`config.mk`:
```
export PLATFORM = sky130hd
export DESIGN_NAME = pwm_dac
export DESIGN_NICKNAME = d
export VERILOG_FILES = /design/src/rtl/pwm_dac_pkg.sv /design/src/rtl/pwm_dac_counter.sv /design/src/rtl/pwm_dac.sv
export SDC_FILE = /design/constraint.sdc
export NUM_CORES = 1
export LEC_CHECK = 0
export CAP_MARGIN = 40
export CORE_ASPECT_RATIO = 0.8
export CORE_MARGIN = 4
export CORE_UTILIZATION = 37
export CTS_CLUSTER_DIAMETER = 40
export CTS_CLUSTER_SIZE = 24
export DETAILED_ROUTE_END_ITERATION = 6
export PLACE_DENSITY_LB_ADDON = 0.25
export SLEW_MARGIN = 0
export SYNTH_ARGS = -nofsm -noshare
export SYNTH_HDL_FRONTEND = slang
export SYNTH_SLANG_ARGS = --single-unit
export TNS_END_PERCENT = 1
```
`constraint.sdc`:
```
create_clock -name clk -period 2 [get_ports clk]
set_clock_uncertainty 0.15 [all_clocks]
set_input_delay 0.3 -clock clk [delete_from_list [all_inputs] [get_ports clk]]
set_output_delay 0.3 -clock clk [all_outputs]
set_load 0.1 [all_outputs]
```
`src/rtl/pwm_dac_pkg.sv`:
```
// Shared types and helpers for the multi-channel PWM DAC.
package pwm_dac_pkg;

  typedef enum logic {
    ModeEdge   = 1'b0,
    ModeCenter = 1'b1
  } pwm_mode_e;

  function automatic pwm_mode_e mode_of(int unsigned center_aligned);
    return (center_aligned != 0) ? ModeCenter : ModeEdge;
  endfunction

  // Largest counter value for a given counter width.
  function automatic int unsigned cnt_max(int unsigned cnt_w);
    return (32'd1 << cnt_w) - 32'd1;
  endfunction

  // Duty is the cnt_w MSBs of a sample_w-bit sample; caller truncates the result.
  function automatic logic [63:0] extract_duty(logic [63:0] sample, int unsigned sample_w,
                                               int unsigned cnt_w);
    return sample >> (sample_w - cnt_w);
  endfunction

endpackage

```
`src/rtl/pwm_dac_counter.sv`:
```
// Shared PWM period counter: sawtooth (edge) or triangle (centre) with boundary pulse.
module pwm_dac_counter
  import pwm_dac_pkg::*;
#(
  parameter int unsigned CntW = 5,
  parameter pwm_mode_e   Mode = ModeEdge
) (
  input  logic            clk,
  input  logic            rst_n,
  input  logic            enable,
  output logic [CntW-1:0] count,
  output logic            boundary
);

  localparam logic [CntW-1:0] Max = CntW'(cnt_max(CntW));

  typedef enum logic {
    DirUp   = 1'b0,
    DirDown = 1'b1
  } dir_e;

  logic [CntW-1:0] count_q, count_d;
  dir_e            dir_q, dir_d;

  always_comb begin
    count_d = count_q;
    dir_d   = dir_q;
    if (!enable) begin
      count_d = '0;
      dir_d   = DirUp;
    end else if (Mode == ModeEdge) begin
      count_d = count_q + 1'b1;
    end else if (dir_q == DirUp) begin
      // Each endpoint is held for one cycle when the direction turns.
      if (count_q == Max) dir_d = DirDown;
      else                count_d = count_q + 1'b1;
    end else begin
      if (count_q == '0) dir_d = DirUp;
      else               count_d = count_q - 1'b1;
    end
  end

  always_ff @(posedge clk or negedge rst_n) begin
    if (!rst_n) begin
      count_q <= '0;
      dir_q   <= DirUp;
    end else begin
      count_q <= count_d;
      dir_q   <= dir_d;
    end
  end

  // A period begins on the first up-phase cycle at zero, including the enable rise.
  assign boundary = enable && (count_q == '0) && (dir_q == DirUp);
  assign count    = count_q;

endmodule

```
`src/rtl/pwm_dac.sv`:
```
// Multi-channel double-buffered PWM DAC; define PWM_DAC_DITHER_EN for
// first-order noise-shaped duty rounding.
module pwm_dac
  import pwm_dac_pkg::*;
#(
  parameter int unsigned SAMPLE_W       = 24,
  parameter int unsigned CNT_W          = 5,
  parameter int unsigned CHANNELS       = 2,
  parameter int unsigned CENTER_ALIGNED = 0
) (
  input  logic                         clk,
  input  logic                         rst_n,
  input  logic                         enable,
  input  logic [CHANNELS*SAMPLE_W-1:0] sample_i,
  input  logic                         sample_valid,
  output logic                         sample_ready,
  output logic [CHANNELS-1:0]          pwm_out,
  output logic                         period_start,
  output logic                         underrun,
  output logic [CNT_W-1:0]             count
);

  localparam pwm_mode_e Mode = mode_of(CENTER_ALIGNED);

  logic boundary;

  pwm_dac_counter #(
    .CntW (CNT_W),
    .Mode (Mode)
  ) u_counter (
    .clk      (clk),
    .rst_n    (rst_n),
    .enable   (enable),
    .count    (count),
    .boundary (boundary)
  );

  logic [CHANNELS*SAMPLE_W-1:0] pend_q, pend_d;
  logic                         pend_full_q, pend_full_d;
  logic                         accept, load;

  assign sample_ready = ~pend_full_q;
  assign accept       = sample_valid & sample_ready;
  assign load         = boundary & pend_full_q;
  assign period_start = boundary;
  assign underrun     = boundary & ~pend_full_q;

  // Load and accept are exclusive: accept needs pending empty, load needs it full.
  always_comb begin
    pend_d      = pend_q;
    pend_full_d = pend_full_q;
    if (load) pend_full_d = 1'b0;
    if (accept) begin
      pend_d      = sample_i;
      pend_full_d = 1'b1;
    end
  end

  always_ff @(posedge clk or negedge rst_n) begin
    if (!rst_n) begin
      pend_q      <= '0;
      pend_full_q <= 1'b0;
    end else begin
      pend_q      <= pend_d;
      pend_full_q <= pend_full_d;
    end
  end

  logic [CHANNELS-1:0] pwm_d, pwm_q;

  for (genvar c = 0; c < CHANNELS; c++) begin : g_ch
    logic [SAMPLE_W-1:0] smp;
    logic [CNT_W-1:0]    trunc;
    logic [CNT_W-1:0]    duty_q, duty_d;

    assign smp   = pend_q[c*SAMPLE_W +: SAMPLE_W];
    assign trunc = CNT_W'(extract_duty(64'(smp), SAMPLE_W, CNT_W));

`ifdef PWM_DAC_DITHER_EN
    localparam int unsigned ResW = SAMPLE_W - CNT_W;
    localparam logic [CNT_W-1:0] Max = CNT_W'(cnt_max(CNT_W));

    logic [ResW-1:0] acc_q, acc_d;
    logic [ResW:0]   sum;

    assign sum = {1'b0, acc_q} + {1'b0, smp[ResW-1:0]};

    // A carry at full scale is dropped but the accumulator still keeps its sum.
    always_comb begin
      acc_d  = acc_q;
      duty_d = duty_q;
      if (load) begin
        acc_d  = sum[ResW-1:0];
        duty_d = (sum[ResW] && (trunc != Max)) ? trunc + 1'b1 : trunc;
      end
    end

    always_ff @(posedge clk or negedge rst_n) begin
      if (!rst_n) acc_q <= '0;
      else        acc_q <= acc_d;
    end
`else
    assign duty_d = load ? trunc : duty_q;
`endif

    always_ff @(posedge clk or negedge rst_n) begin
      if (!rst_n) duty_q <= '0;
      else        duty_q <= duty_d;
    end

    // Compare against the next duty so a fresh load governs count 0 of its period.
    assign pwm_d[c] = enable & (duty_d > count);
  end

  always_ff @(posedge clk or negedge rst_n) begin
    if (!rst_n) pwm_q <= '0;
    else        pwm_q <= pwm_d;
  end

  assign pwm_out = pwm_q;

endmodule
```
; Word level (Yosys, flattened, before mapping)
; Cells that the tools add are included.
; Widths: inputs -> output; s select.
[classes]
add_sub_neg = 1
order_cmp = 2
mux = 5
bitwise_logic = 6
n_reduce_logical = 3
[ops]
columns = operator, n
row1 = $mux 5, 3
row2 = $gt 5x5->1, 2
row3 = $add 5x1->5 const B, 1
row4 = $and 1x1->1, 5
row5 = $logic_not 5->1, 1
row6 = $mux 1, 2
row7 = $reduce_bool 2->1, 1
row8 = $logic_and 1x1->1, 1
row9 = $not 1->1, 1
[totals]
ff_bits = 66
inputBits = 52
output_inout_bits = 10
wordCells = 23

; Longest topological paths before layout
[depth]
depth_word = 6
mapped_depth = 9

; Cells and area by module
; A second synthesis with hierarchy kept.
[unflattened]
hier_cells = 103
area_unflattened_um2 = 1363.8
[by_module_without_submodules]
columns = module, n_inst, cells_per_inst, area_each_um2, seq_area_each_um2
row1 = pwm_dac, 1, 81, 1111.1, 575.6
row2 = pwm_dac_counter, 1, 22, 252.7, 125.1

; Worst setup path before layout
; Ideal clock, no wire load.
[synth_timing]
path_type = reg2reg
from = reg u_counter.count_q[1], in the netlist u_counter.count[1]
to = reg pwm_q[0], in the netlist pwm_out[0]
t_arrival_ns = 2.633
setup_slack_ns = -0.861
path_stages_with_launch = 10
path_buffers = 1
synth_period_minus_slack_ns = 2.861
path_cell_list = dfrtp_1 > inv_1 > ha_1 > nand3_2 > buf_6 > mux2_4 > ha_1 > nand4_1 > o22a_1 > a21oi_1
[synth_via]
elab_chain_len = 6
[synth_rtl]
columns = item, line_no
row1 = start: declaration, pwm_dac_counter.sv:22  ; logic [CntW-1:0] count_q, count_d;
row2 = start signal: assignment, pwm_dac_counter.sv:48  ; count_q <= count_d;
row3 = $logic_not 5->1, -
row4 = $logic_and 1x1->1, pwm_dac_counter.sv:54  ; assign boundary = enable && (count_q == '0) && (dir_q == DirUp);
row5 = $and 1x1->1, pwm_dac.sv:44  ; assign load = boundary & pend_full_q;
row6 = $mux 5, pwm_dac.sv:103  ; assign duty_d = load ? trunc : duty_q;
row7 = via g_ch[0].duty_d[4], pwm_dac.sv:74  ; logic [CNT_W-1:0] duty_q, duty_d;
row8 = $gt 5x5->1, pwm_dac.sv:112  ; assign pwm_d[c] = enable & (duty_d > count);
row9 = $and 1x1->1, pwm_dac.sv:112
row10 = via pwm_d[0], pwm_dac.sv:69  ; logic [CHANNELS-1:0] pwm_d, pwm_q;
row11 = end signal: assignment, pwm_dac.sv:117  ; else pwm_q <= pwm_d;
row12 = end: declaration, pwm_dac.sv:69
; The timed path passes the listed nets, and every way through them passes these cells.
; A chain may end at the register's enable or synchronous reset.

; Worst setup path after layout
[layout_timing]
from = reg u_counter.count_q[4], in the netlist u_counter.count[4]
to = reg pwm_q[1], in the netlist pwm_out[1]
[layout_via]
elab_chain_len = 6
[layout_rtl]
columns = item, line_no
row1 = $logic_not 5->1, -
row2 = $logic_and 1x1->1, pwm_dac_counter.sv:54
row3 = $and 1x1->1, pwm_dac.sv:44
row4 = $mux 5, pwm_dac.sv:103
row5 = via g_ch[1].duty_d[4], pwm_dac.sv:74
row6 = $gt 5x5->1, pwm_dac.sv:112
row7 = $and 1x1->1, pwm_dac.sv:112
row8 = via pwm_d[1], pwm_dac.sv:69
; The timed path passes the listed nets, and every way through them passes these cells.

==> flow_metrics.env <==
export IMPL_stdcell_area_mm2=0.002017
export IMPL_post_cts_buffers=0
export IMPL_place_congestion=0.7954
export IMPL_fillCellCount=282
export IMPL_synth_seq_area_share_pct=51.00
export IMPL_cp_required_ps=2020
export IMPL_clock_sinks=28
export IMPL_ys_async_sr_fraction_pct=100.0
export IMPL_hold_path_class="in2async"
export IMPL_worst_path_max_delay_cell="dfrtp_4"
export IMPL_synth_simple_area_share_pct=8.288
export IMPL_numPortBuffers=23
export IMPL_final_period_utilization_pct=119.0
export IMPL_path_delay_family="simple AND/OR/NAND/NOR gates"
export IMPL_synth_compound_area_share_pct=4.736
export IMPL_synthXorXnorAreaFrac_pct=1.913
export IMPL_violations="negative setup slack"
export IMPL_ir_drop_uv=509.9
export IMPL_synth_adder_area_share_pct=10.93
export IMPL_synth_ff_type="dfrtp_1"
export IMPL_synthTopCellsByArea="dfrtp_1 51%, ha_1 11%, mux2_2 11%"
export IMPL_r2r_cells=8
export IMPL_yosys_warnings=0
export IMPL_hold_buffers=0
export IMPL_finalNetCount=207
export IMPL_rsz0062_at_grt="yes"
export IMPL_die_w_um=76.13
export IMPL_end_kind="register"
export IMPL_setup_tns_final_ps=-798.5
export IMPL_path_max_fanout=12
export IMPL_antenna_cells=0
export IMPL_cp_arrival_ps=2400
export IMPL_htreeDepth=1
export IMPL_path_buf_inv=1
export IMPL_netlist_area_leader_share_pct=51.00
export IMPL_clockRootBuffer="clkbuf_8"
export IMPL_multi_input_area_um2=716.9
export IMPL_clk_pin_slew_ps=90
export IMPL_critPathKind="reg2reg"
export IMPL_setup_viol_count_final=4
export IMPL_synth_top_cells_by_count="28 x dfrtp_1, 13 x mux2_2, 12 x ha_1, 8 x inv_1, 7 x mux2_4"
export IMPL_synth_top_family_by_area="multiplexers"
export IMPL_yosysMostFrequentCell="dfrtp_1"
export IMPL_drt_drc_violations_left=0
export IMPL_avgSynthCellArea_um2=13.47
export IMPL_tritoncts="built"
export IMPL_worstSetupStartpointType="register"
export IMPL_synthMuxAreaShare_pct=19.76
export IMPL_syn_to_final_growth_pct=46.81
export IMPL_die_area_mm2=0.004758
export IMPL_post_place_ws_ps=-595.3
export IMPL_cp_num_cells=8
export IMPL_vias_per_cell=4.870
export IMPL_hpwlAfterDp_mm=2.129
export IMPL_seq_area_um2=719.4
export IMPL_overflow=0
export IMPL_drtPass1Iterations=4
export IMPL_maxSlewHeadroom_pct=57.00
export IMPL_grt_max_degree=16
export IMPL_top_level_ports=62
export IMPL_pwr_density_cell_mw_per_mm2=1179
export IMPL_initial_core_util_pct=39.31
export IMPL_syn_nets=166
export IMPL_p_leak_nw=0.8972
export IMPL_place_area_mm2=0.001922
export IMPL_synth_edff_count=0
export IMPL_hold_viol=0
export IMPL_synthDistinctLibCells=22
export IMPL_ys_ff_latch=28
export IMPL_fmax_mhz=420.3
export IMPL_cts_inserted_buffers=3
export IMPL_worst_path_largest_cell_delay_ps=500
export IMPL_drt_initial_drc_count=18
export IMPL_status="finished with violations"
export IMPL_maxSlewViolCount=0
export IMPL_ant_nets=0
export IMPL_netlist_instances=102
export IMPL_die_y_um=62.50
export IMPL_antenna_found_initial=0
export IMPL_critical_path_cell_chain="nor4b_4, nand3_2, buf_12, mux2_2, ha_4, nand4_1, o21ai_0, a21oi_2"
export IMPL_total_power_mw=2.377
export IMPL_clock_latency_ps=280
export IMPL_syn_cell_area_mm2=0.001374
export IMPL_holdWs_ps=261.5
export IMPL_grt_pass1_wl_mm=4.781
export IMPL_clockBufferDepth=2
export IMPL_final_setup_worst_slack_ps=-379.4
export IMPL_yosysTopAreaCell="dfrtp_1"
export IMPL_wl_per_cell_um=15.32
export IMPL_dr_max_layer_used="met4"
export IMPL_grt_pass1_vias=951
export IMPL_rows=19
export IMPL_met1Wirelength_mm=1.331
export IMPL_wl_mm=2.819
export IMPL_fin_crit_ps=2379
export IMPL_met3WireLength_um=144
export IMPL_cap_violations=0
export IMPL_worstMarginPinSlew_ps=642.9
export IMPL_core_mm2=0.003495
export IMPL_wl_met2_mm=1.296
export IMPL_num_vias=896
export IMPL_grt_total_usage_pct=12.58
export IMPL_drive_above_1_share_pct=46.48
final timing paths:
check / startpoint / to / slack (ps)
worst max-delay path: u_counter.count[4] / pwm_out[1] / -380
max in group asynchronous: rst_n / g_ch[1].duty_q[0] / 930
worst max register to register: u_counter.count[4] / pwm_out[1] / -380
min in group clk: g_ch[0].duty_q[1] / g_ch[0].duty_q[1] / 360
worst min-delay path: rst_n / u_counter.count[4] / 260
worst min register to register: g_ch[0].duty_q[1] / g_ch[0].duty_q[1] / 360
final cells by class:
type | count | share of cell area (%)
clock buffers | 4 | 2.730
repair buffers | 38 | 21.96
well taps | 42 | 2.605
inverters | 8 | 1.489
flip-flops and latches | 28 | 35.67
multi-input cells | 64 | 35.55
repair_timing:
| action | in CTS | in global routing |
|---|---|---|
| setup endpoints to repair | 4 | 4 |
| resized for setup | 5 | 1 |
| hold endpoints to repair | 0 | 0 |
| pin swaps | 5 | 0 |
where the power goes:
part           switching, mW  internal, mW
sequential            0.0927         0.777
combinational          0.589         0.568
clock                  0.175         0.177
cell usage in the layout (no fill, tap or decap):
cell             count
dfrtp_1             23
buf_4               15
mux2_2              13
clkdlybuf4s50_1     13
buf_12              10
inv_1                8
mux2_4               7
ha_1                 6
ha_4                 6
dfrtp_4              5
and2_1               4
a21oi_1              4
clkbuf_8             4
nand3_1              2
xnor2_1              2
nor2b_1              2
mux2i_1              2
nand2_1              2
nand4_1              2
o22a_1               2
o21ai_0              2
a21oi_2              2
xor2_1               1
nor4b_4              1
nand3_2              1
and2_4               1
and3_4               1
o21a_1               1
state kept, by name (all words and copies together), names as in the netlist:
register and flops:
pend_q 10, pend_full_q 1, pwm_out 2, g_ch.duty_q 10, u_counter.count 5
cells by family after synthesis:
group / after synthesis
XOR/XNOR: 3
flip-flops: 28
multiplexers: 22
AO/OA/AOI/OAI: 11
buffers and inverters: 10
AND/OR/NAND/NOR: 16
adder cells (fa/ha/maj): 12
per-stage QoR:
| stage | utilization, % | cells |
|---|---|---|
| after floorplan | - | 102 |
| after CTS | 57.61 | 184 |
| after detailed placement | 54.99 | 180 |
| final | 57.72 | 184 |
| after global routing | 57.72 | 184 |
| after global placement | 54.99 | 180 |
per-layer routing:
layer | up-vias | track usage (%)
met5 | - | 0
met3 | 6 | 4.611
met2 | 21 | 19.02
li1 | 436 | -
met4 | 0 | 4.803
met1 | 433 | 16.38
Power figures use the tool's default switching activity.
